<file path="src/rtl/spi_pkg.sv">
// Shared types and constants for the SPI transfer arbiter and its round-robin picker.
// Optional watchdog in the top is enabled by defining SPI_ARB_TIMEOUT_EN.
package spi_pkg;

    localparam int BYTES_W  = 3;
    localparam int DATA_W   = 32;
    localparam int SS_IDX_W = 3;

    localparam logic [BYTES_W-1:0] MAX_BYTES = 3'd4;

    typedef enum logic [2:0] {
        ST_IDLE,
        ST_SETUP,
        ST_XFER,
        ST_HOLD,
        ST_FLUSH
    } arb_state_t;

    // A transaction moves between one and MAX_BYTES bytes; anything else is rejected.
    function automatic logic bytes_ok(input logic [BYTES_W-1:0] b);
        return (b != '0) && (b <= MAX_BYTES);
    endfunction

endpackage

</file>
<file path="src/rtl/rr_arbiter.sv">
// Combinational round-robin picker: first asserted request at or after ptr, with wrap-around.
// Emits a one-hot grant, the granted index and a valid flag.
module rr_arbiter #(
    parameter int NUM_REQ = 2,
    localparam int PW = (NUM_REQ > 1) ? $clog2(NUM_REQ) : 1
) (
    input  logic [NUM_REQ-1:0] req,
    input  logic [PW-1:0]      ptr,
    output logic [NUM_REQ-1:0] gnt,
    output logic [PW-1:0]      idx,
    output logic               valid
);

    localparam logic [PW:0] NREQ = (PW+1)'(NUM_REQ);

    logic [PW:0] cand;

    always_comb begin
        gnt   = '0;
        idx   = '0;
        valid = 1'b0;
        cand  = '0;
        for (int i = 0; i < NUM_REQ; i++) begin
            cand = {1'b0, ptr} + (PW+1)'(i);
            if (cand >= NREQ) begin
                cand = cand - NREQ;
            end
            if (!valid && req[cand[PW-1:0]]) begin
                valid               = 1'b1;
                gnt[cand[PW-1:0]]   = 1'b1;
                idx                 = cand[PW-1:0];
            end
        end
    end

endmodule

</file>
<file path="src/rtl/spi_xfer_arbiter.sv">
// Shares one SPI byte engine between NUM_REQ requesters with round-robin grants and SS timing.
// Define SPI_ARB_TIMEOUT_EN to add a 16-bit XFER watchdog that aborts a stuck transfer.
module spi_xfer_arbiter
    import spi_pkg::*;
#(
    parameter int NUM_REQ  = 2,
    parameter int NUM_SS   = 8,
    parameter int SS_SETUP = 4,
    parameter int SS_HOLD  = 4
) (
    input  logic                   clk_i,
    input  logic                   rst_i,
    input  logic [NUM_REQ-1:0]     req_i,
    input  logic [NUM_REQ*3-1:0]   req_ss_i,
    input  logic [NUM_REQ*32-1:0]  req_wdata_i,
    input  logic [NUM_REQ*3-1:0]   req_bytes_i,
    output logic [NUM_REQ-1:0]     gnt_o,
    output logic [NUM_REQ-1:0]     done_o,
    output logic [NUM_REQ-1:0]     err_o,
    output logic [31:0]            rdata_o,
    output logic                   busy_o,
    output logic [NUM_SS-1:0]      ss_o,
    output logic                   eng_enable_o,
    output logic [31:0]            eng_wdata_o,
    output logic [2:0]             eng_bytes_o,
    output logic                   eng_reset_fill_o,
    input  logic [31:0]            eng_rdata_i,
    input  logic [2:0]             eng_bytes_valid_i
);

    localparam int PW = (NUM_REQ > 1) ? $clog2(NUM_REQ) : 1;
    localparam logic [15:0] SETUP_LAST = 16'(SS_SETUP - 1);
    localparam logic [15:0] HOLD_LAST  = 16'(SS_HOLD - 1);

    arb_state_t            state;
    logic [PW-1:0]         rr_ptr;
    logic [PW-1:0]         gnt_idx;
    logic [NUM_REQ-1:0]    arb_gnt;
    logic [PW-1:0]         arb_idx;
    logic                  arb_valid;
    logic [SS_IDX_W-1:0]   sel_ss;
    logic [BYTES_W-1:0]    sel_bytes;
    logic [DATA_W-1:0]     sel_wdata;
    logic [BYTES_W-1:0]    lat_bytes;
    logic [DATA_W-1:0]     lat_wdata;
    logic [15:0]           phase_cnt;
    logic [NUM_SS-1:0]     ss_dec;
`ifdef SPI_ARB_TIMEOUT_EN
    logic [15:0]           wd_cnt;
`endif

    function automatic logic [PW-1:0] next_ptr(input logic [PW-1:0] i);
        return (i == PW'(NUM_REQ - 1)) ? '0 : i + 1'b1;
    endfunction

    rr_arbiter #(.NUM_REQ(NUM_REQ)) u_rr (
        .req   (req_i),
        .ptr   (rr_ptr),
        .gnt   (arb_gnt),
        .idx   (arb_idx),
        .valid (arb_valid)
    );

    always_comb begin
        sel_ss    = '0;
        sel_bytes = '0;
        sel_wdata = '0;
        for (int r = 0; r < NUM_REQ; r++) begin
            if (arb_gnt[r]) begin
                sel_ss    = req_ss_i[3*r +: 3];
                sel_bytes = req_bytes_i[3*r +: 3];
                sel_wdata = req_wdata_i[32*r +: 32];
            end
        end
    end

    // An out-of-range slave index matches no line, so the transfer runs with all selects high.
    always_comb begin
        ss_dec = '1;
        for (int s = 0; s < NUM_SS; s++) begin
            if (sel_ss == SS_IDX_W'(s)) begin
                ss_dec[s] = 1'b0;
            end
        end
    end

    assign busy_o = (state != ST_IDLE);

    always_ff @(posedge clk_i or posedge rst_i) begin
        if (rst_i) begin
            state            <= ST_IDLE;
            rr_ptr           <= '0;
            gnt_idx          <= '0;
            gnt_o            <= '0;
            done_o           <= '0;
            err_o            <= '0;
            rdata_o          <= '0;
            ss_o             <= '1;
            eng_enable_o     <= 1'b0;
            eng_wdata_o      <= '0;
            eng_bytes_o      <= '0;
            eng_reset_fill_o <= 1'b0;
            lat_bytes        <= '0;
            lat_wdata        <= '0;
            phase_cnt        <= '0;
`ifdef SPI_ARB_TIMEOUT_EN
            wd_cnt           <= '0;
`endif
        end else begin
            done_o           <= '0;
            err_o            <= '0;
            eng_reset_fill_o <= 1'b0;
            case (state)
                ST_IDLE: begin
                    if (arb_valid) begin
                        lat_bytes <= sel_bytes;
                        lat_wdata <= sel_wdata;
                        gnt_idx   <= arb_idx;
                        if (!bytes_ok(sel_bytes)) begin
                            err_o  <= arb_gnt;
                            rr_ptr <= next_ptr(arb_idx);
                        end else begin
                            gnt_o     <= arb_gnt;
                            ss_o      <= ss_dec;
                            phase_cnt <= '0;
                            state     <= ST_SETUP;
                        end
                    end
                end
                ST_SETUP: begin
                    if (phase_cnt == SETUP_LAST) begin
                        eng_enable_o <= 1'b1;
                        eng_wdata_o  <= lat_wdata;
                        eng_bytes_o  <= lat_bytes;
`ifdef SPI_ARB_TIMEOUT_EN
                        wd_cnt       <= 16'd1;
`endif
                        state        <= ST_XFER;
                    end else begin
                        phase_cnt <= phase_cnt + 16'd1;
                    end
                end
                ST_XFER: begin
                    if (eng_bytes_valid_i == lat_bytes) begin
                        rdata_o      <= eng_rdata_i;
                        eng_enable_o <= 1'b0;
                        eng_wdata_o  <= '0;
                        eng_bytes_o  <= '0;
                        phase_cnt    <= '0;
                        state        <= ST_HOLD;
                    end
`ifdef SPI_ARB_TIMEOUT_EN
                    // Watchdog abort: no done, rdata keeps the previous word.
                    else if (wd_cnt == 16'hFFFF) begin
                        eng_enable_o     <= 1'b0;
                        eng_wdata_o      <= '0;
                        eng_bytes_o      <= '0;
                        ss_o             <= '1;
                        eng_reset_fill_o <= 1'b1;
                        err_o            <= gnt_o;
                        gnt_o            <= '0;
                        rr_ptr           <= next_ptr(gnt_idx);
                        state            <= ST_IDLE;
                    end else begin
                        wd_cnt <= wd_cnt + 16'd1;
                    end
`endif
                end
                ST_HOLD: begin
                    if (phase_cnt == HOLD_LAST) begin
                        ss_o             <= '1;
                        eng_reset_fill_o <= 1'b1;
                        done_o           <= gnt_o;
                        rr_ptr           <= next_ptr(gnt_idx);
                        state            <= ST_FLUSH;
                    end else begin
                        phase_cnt <= phase_cnt + 16'd1;
                    end
                end
                ST_FLUSH: begin
                    gnt_o <= '0;
                    state <= ST_IDLE;
                end
                default: begin
                    state <= ST_IDLE;
                end
            endcase
        end
    end

endmodule

</file>
<file path="config.mk">
export PLATFORM = sky130hd
export DESIGN_NAME = spi_xfer_arbiter
export DESIGN_NICKNAME = d
export VERILOG_FILES = /design/src/rtl/spi_pkg.sv /design/src/rtl/rr_arbiter.sv /design/src/rtl/spi_xfer_arbiter.sv
export SDC_FILE = /design/constraint.sdc
export NUM_CORES = 1
export LEC_CHECK = 0
export ABC_AREA = 1
export CAP_MARGIN = 20
export CORE_UTILIZATION = 32
export DETAILED_ROUTE_END_ITERATION = 6
export PLACE_DENSITY_LB_ADDON = 0.12
export SETUP_SLACK_MARGIN = 0.3
export SLEW_MARGIN = 30
export SYNTH_ARGS = -nofsm -noshare
export SYNTH_HDL_FRONTEND = slang
export SYNTH_SLANG_ARGS = --single-unit
</file>
<file path="constraint.sdc">
create_clock -name clk_i -period 14.5 [get_ports clk_i]
set_input_delay 4.35 -clock clk_i [delete_from_list [all_inputs] [get_ports clk_i]]
set_output_delay 4.35 -clock clk_i [all_outputs]
set_load 0.02 [all_outputs]
</file>
==> results of run 1 <==
cell usage in the layout, fill, tap and decap left out, types with 8 or more instances in the layout:
cell type,n
a31oi_1,17
a31oi_2,14
clkbuf_16,17
clkdlybuf4s50_1,198
dfrtp_1,131
dfstp_2,8
inv_1,103
nand2_1,186
nand2_2,19
nand3_1,72
nand4_1,11
nor2_1,60
o21ai_0,66
o21ai_1,12
o21ai_2,8
stage by stage:
stage               setup slack (ps)  cell area (um2)  power (W)
global route                    8100             9390    0.00170
global placement                7740             8770    0.00115
CTS                             8190             9390    0.00161
detailed placement              7930             8790    0.00115
finish                          8210             9390    0.00158
floorplan                       6440             6640   0.000939
cell usage after synthesis (6+ instances only):
master      n
o21ai_1    12
nand3_1    72
dfrtp_1   131
nor3_1      6
inv_2       6
o21ai_2     8
clkbuf_1   21
inv_1     104
a31oi_1    17
dfstp_2     8
o21ai_0    66
nand2_2    19
nand4_1    11
nor2_1     60
a31oi_2    14
nand2_1   186
final cells by class:
class	instances	area, um2	area share [%]
antenna	1	2.50	0.0266
inverter	112	438	4.66
sequential	139	3490	37.1
multi-input combinational	497	2500	26.6
tap	270	338	3.60
timing repair buffer	202	2020	21.6
clock buffer	18	429	4.57
clock inverter	13	170	1.81
where the power goes:
part,switching (W),total [W],internal (W)
Clock,0.000172,0.000442,0.000270
Combinational,0.000286,0.000526,0.000240
Sequential,0.0000921,0.000616,0.000524
Total,0.000550,0.00158,0.00103
metal layers:
| layer | GRT usage [%] | wire length, um | vias up |
|---|---|---|---|
| met3 | 5.06 | 1060 | 29 |
| met1 | 23.4 | 8620 | 2571 |
| met5 | 0 | 0 | - |
| met4 | 6.77 | 436 | 0 |
| li1 | - | - | 2888 |
| met2 | 26.5 | 7710 | 170 |
registers in the layout, summed over array words and instances (netlist names):
name and cells:
eng_reset_fill_o 1, state 3, done_o 2, rdata_o 32, lat_bytes 3, err_o 2, rr_ptr 1, phase_cnt 16
eng_bytes_o 3, lat_wdata 32, ss_o 8, eng_wdata_o 32, gnt_idx 1, gnt_o 2, eng_enable_o 1
cell families after synthesis:
logic type	Yosys count	synth area share (%)
and+or+nand+nor	369	25.0
adders and majority gates	1	0.188
AOI/OAI and AO/OA	122	11.7
DFF	139	52.5
xor gates and xnor gates	5	0.659
buffers and inverters	146	9.95
worst max-delay path, stage by stage (launching register included):
cell and delay, ps:
dfrtp_1 440, inv_2 150, nand2_1 120, nor2_4 210, inv_1 70, clkdlybuf4s50_1 540
worst max-delay path by stage:
stage / from / to / slack [ps] / cells past startpoint
after floorplan: rst_i / done_o[0]$_DFF_PP0_ / 6440 / 1
after global placement: eng_bytes_valid_i[0] / eng_wdata_o[23]$_DFFE_PP0P_ / 7740 / 6
after detailed placement: eng_bytes_valid_i[0] / eng_wdata_o[28]$_DFFE_PP0P_ / 7930 / 7
after CTS: state[2]$_DFFE_PP0P_ / busy_o / 8190 / 5
after global routing: state[2]$_DFFE_PP0P_ / busy_o / 8100 / 5
final: state[2]$_DFFE_PP0P_ / busy_o / 8210 / 5
==> impl_metrics.tcl, run 1 <==
set metrics [dict create \
    peakVddDrop_uv 93.3 \
    async_flop_share_pct 100 \
    status "completed" \
    whs_path_depth 2 \
    globalRouteTotalUtil_pct 17.4 \
    synth_edf_count 0 \
    critPathMaxFanout 7 \
    fillers 2033 \
    synth_seq_area_share_pct 52.5 \
    drv_slew 0 \
    timing.hold.ws_ps 468 \
    fin_crit_ps 6290 \
    yosys_register_bits 139 \
    maxSlewHeadroom_pct 47.8 \
    drc_errors 0 \
    hold_class "reg -> reg" \
    ant_nets 0 \
    critPathRequiredTime_ps 10150 \
    cts.htree.levels 4 \
    fp-row-count 52 \
    dp_cells 1220 \
    clock_latency_ps 420 \
    num_vias 5658 \
    clockBufferDepth 2 \
    hold_end "eng_enable_o$_DFFE_PP0P_" \
    fmax_mhz 159 \
    rr_startpoint "phase_cnt[0]$_DFFE_PP0P_" \
    p_leak_nw 4.34 \
    timing.rr.end "eng_wdata_o[10]$_DFFE_PP0P_" \
    nNetsFinal 1085 \
    hold_violations 0 \
    synth.avg_cell_area_um2 8.49 \
    synthesis.nets 898 \
    rsz0062_at_grt "no" \
    io_pins 199 \
    ctsHoldBuffers 0 \
    setup_tns_ps 0 \
    post-route-util_pct 46.3 \
    via_per_inst 4.52 \
    start_util_pct 32.7 \
    finalSetupViolCount 0 \
    maxCapViolCount 0 \
    wl_um 17800 \
    dieArea_um2 21300 \
    drive_gt1_share_pct 10.5 \
    cts.reportedPaths.clkPinSlew_ps 60 \
    powerDensity_nw_per_um2 169 \
    cts.repair.resized 0 \
    io_buffers 198 \
    ys_top_cells_by_area "dfrtp_1 49%, nand2_1 11%, inv_1 5.9%, nand3_1 5.4%, o21ai_0 5.0%" \
    synth_top_area_share_pct 49.4 \
    fin_cells 1252 \
    hold_path_startpoint "eng_enable_o$_DFFE_PP0P_" \
    syn_area_um2 6640 \
    dieWidth_um 146 \
    postSynthCellCount 782 \
    critical_path_arrival_ps 1940 \
    die_h_um 146 \
    post_cts_buffers 0 \
    rrSetupSlack_ps 12020 \
    startpoint_type "flip-flop" \
    grt_max_degree 87 \
    synth_warnings 0 \
    overflow 0 \
    area.growth.synth_to_final_pct 41.4 \
    numCtsBuffers 17 \
    first_iter_violations 232 \
    min_period_over_period_pct 43.4 \
    synth_cell_types 37 \
    clock-sinks 139 \
    dp_hpwl_um 12400 \
    critPathKind "reg -> out" \
    cts_tree "yes" \
    dr.pass1.iters 5 \
    cts-root-buf "clkbuf_16" \
    clock_skew_ps 10.7 \
    ff2ff_path_depth 9 \
    synth_top_area_cell "dfrtp_1" \
    grt_pass1_wl_um 29200 \
    synth_flop_cell "dfrtp_1" \
    tightest_slew_ps 783 \
    wire_per_inst_um 14.2 \
    coreArea_um2 20300 \
    gp_congestion 0.835 \
    antenna_found_initial 0 \
    endpoint_kind "output pin" \
    grt_pass1_vias 5507 \
]
Power figures use the tool's default switching activity.
==> run 2, diff against run 1 <==
- clock period: 14.5 -> 6.25 ns (I/O delays scaled with it)
==> run 2 against run 1 <==
  * Worst setup slack lost 5800 ps
  * Routed wire length fell by 0.50%
  * Flip-flop and latch count stayed put
  * Clock skew fell by 0.77 ps
  * Cell count hardly changed
  * Critical path type unchanged
  * Critical endpoint unchanged
==> impl_metrics.tcl, run 2 (synthesis gave the netlist of run 1 again) <==
set metrics [dict create \
    tightest_slew_ps 710 \
    min_period_over_period_pct 60.8 \
    placed_area_um2 8800 \
    finalSetupViolCount 0 \
    ctsHoldBuffers 0 \
    grtUsageMet3_pct 4.28 \
    critPathRequiredTime_ps 4380 \
    multi_input_area_um2 2500 \
    maxSlewHeadroom_pct 52.6 \
    top_regs "eng_wdata_o: 32 flops, lat_wdata: 32 flops, rdata_o: 32 flops" \
    clock-sinks 139 \
    endpoint_kind "output pin" \
    wl_um 17700 \
    fin_cells 1253 \
    cts.reportedPaths.clkPinSlew_ps 60 \
    rsz0062_at_grt "no" \
    gr-max-usage-layer "met2" \
    first_iter_violations 276 \
    startpoint_type "flip-flop" \
    n_antenna_cell 0 \
    dieArea_um2 21300 \
    coreArea_um2 20300 \
    final_cell_mix "198 x clkdlybuf4s50_1, 186 x nand2_1, 131 x dfrtp_1" \
    setup_tns_ps 0 \
    io_buffers 198 \
    ant_nets 0 \
    via_per_inst 4.54 \
    fin_crit_ps 3800 \
    dp_cells 1221 \
    powerDensity_nw_per_um2 391 \
    grt_pass1_vias 5456 \
    gp_congestion 0.824 \
    antenna_found_initial 0 \
    grtUsageMet2_pct 26.5 \
    critPathMaxFanout 7 \
    hold_class "reg -> reg" \
    p_seq_share_pct 38.9 \
    p_leak_nw 4.37 \
    p_comb_share_pct 33.4 \
    critical_path_arrival_ps 1920 \
    start_util_pct 32.7 \
    hold_violations 0 \
    wire_per_inst_um 14.2 \
    die_h_um 146 \
    timing.hold.ws_ps 469 \
    nNetsFinal 1086 \
    grt_max_degree 76 \
    drc_errors 0 \
    cts_tree "yes" \
    io_pins 199 \
    dr.pass1.iters 5 \
    num_vias 5690 \
    fillers 2052 \
    fp-row-count 52 \
    cts.repair.resized 0 \
    maxCapViolCount 0 \
    clock_skew_ps 9.91 \
    stdcell_area_um2 9390 \
    cts-root-buf "clkbuf_16" \
    power_switching_w 0.00129 \
    clkPwrFrac_pct 27.6 \
    overflow 0 \
    critPathKind "reg -> out" \
    post_cts_buffers 0 \
    drive_gt1_share_pct 10.8 \
    status "completed" \
    internal_power_w 0.00238 \
    clock_latency_ps 420 \
    final_common_cell "clkdlybuf4s50_1" \
    dieWidth_um 146 \
    regArea_um2 3490 \
    p_sw_share_pct 35.1 \
    area.growth.synth_to_final_pct 41.3 \
    fmax_mhz 263 \
    globalRouteTotalUtil_pct 17.3 \
    grt_pass1_wl_um 29000 \
    numCtsBuffers 17 \
    clockBufferDepth 2 \
    met1_usage_pct 23.7 \
    peakVddDrop_uv 202 \
    cts.htree.levels 4 \
    dp_hpwl_um 12400 \
    drv_slew 0 \
    rrSetupSlack_ps 3790 \
]
==> run 2: cell types whose count changed in the layout (fill, tap and decap cells not counted), moves of 2 or more <==
cell | before | now
clkinv_2 | 0 | 4
inv_6 | 2 | 4
clkbuf_8 | 0 | 2
clkinvlp_4 | 6 | 2
==> run 2: critical path, stage by stage (launching register included) <==
cell,delay [ps]
dfrtp_1,430
inv_2,140
nand2_1,120
nor2_4,210
inv_1,70
clkdlybuf4s50_1,530
==> run 2: through the flow <==
step | worst slack, ps | power [W] | utilization (%)
global placement | 1920 | 0.00267 | 43.2
floorplan | 664 | 0.00218 | -
finish | 2450 | 0.00367 | 46.3
detailed placement | 2110 | 0.00268 | 43.3
CTS | 2420 | 0.00372 | 46.3
global route | 2360 | 0.00392 | 46.3
==> run 2: area by class of cell <==
type,instances,share of cell area (%)
Tap cell,270,3.60
Sequential cell,139,37.2
Timing Repair Buffer,203,21.6
Clock inverter,13,1.48
Inverter,112,4.66
Multi-Input combinational cell,497,26.6
Clock buffer,19,4.82
==> run 2: worst paths after layout <==
check,from,endpoint,cells past startpoint
hold reg to reg,phase_cnt[14]$_DFFE_PP0P_,phase_cnt[14]$_DFFE_PP0P_,2
hold / removal,phase_cnt[14]$_DFFE_PP0P_,phase_cnt[14]$_DFFE_PP0P_,2
setup reg to reg,phase_cnt[0]$_DFFE_PP0P_,eng_wdata_o[13]$_DFFE_PP0P_,9
max in group asynchronous,rst_i,ss_o[2]$_DFFE_PP1P_,3
min in group asynchronous,rst_i,eng_wdata_o[25]$_DFFE_PP0P_,2
setup / recovery,state[2]$_DFFE_PP0P_,busy_o,5
==> run 2: power groups by stage <==
stage	sequential, W	combinational, W	clock, W
6_report	0.00143	0.00123	0.00102
3_5_place_dp	0.00145	0.00124	0
2_1_floorplan	0.00155	0.000627	0
3_3_place_gp	0.00145	0.00123	0
5_1_grt	0.00148	0.00136	0.00108
4_1_cts	0.00143	0.00124	0.00104
==> run 2: routing by layer <==
layer  vias up  wire length, um  part of all wire, %
met3        22             1040                  5.8
met5         -                0                    0
met4         0              364                  2.1
met2       167             7610                   43
met1      2614             8730                   49
li1       2887                -                    -
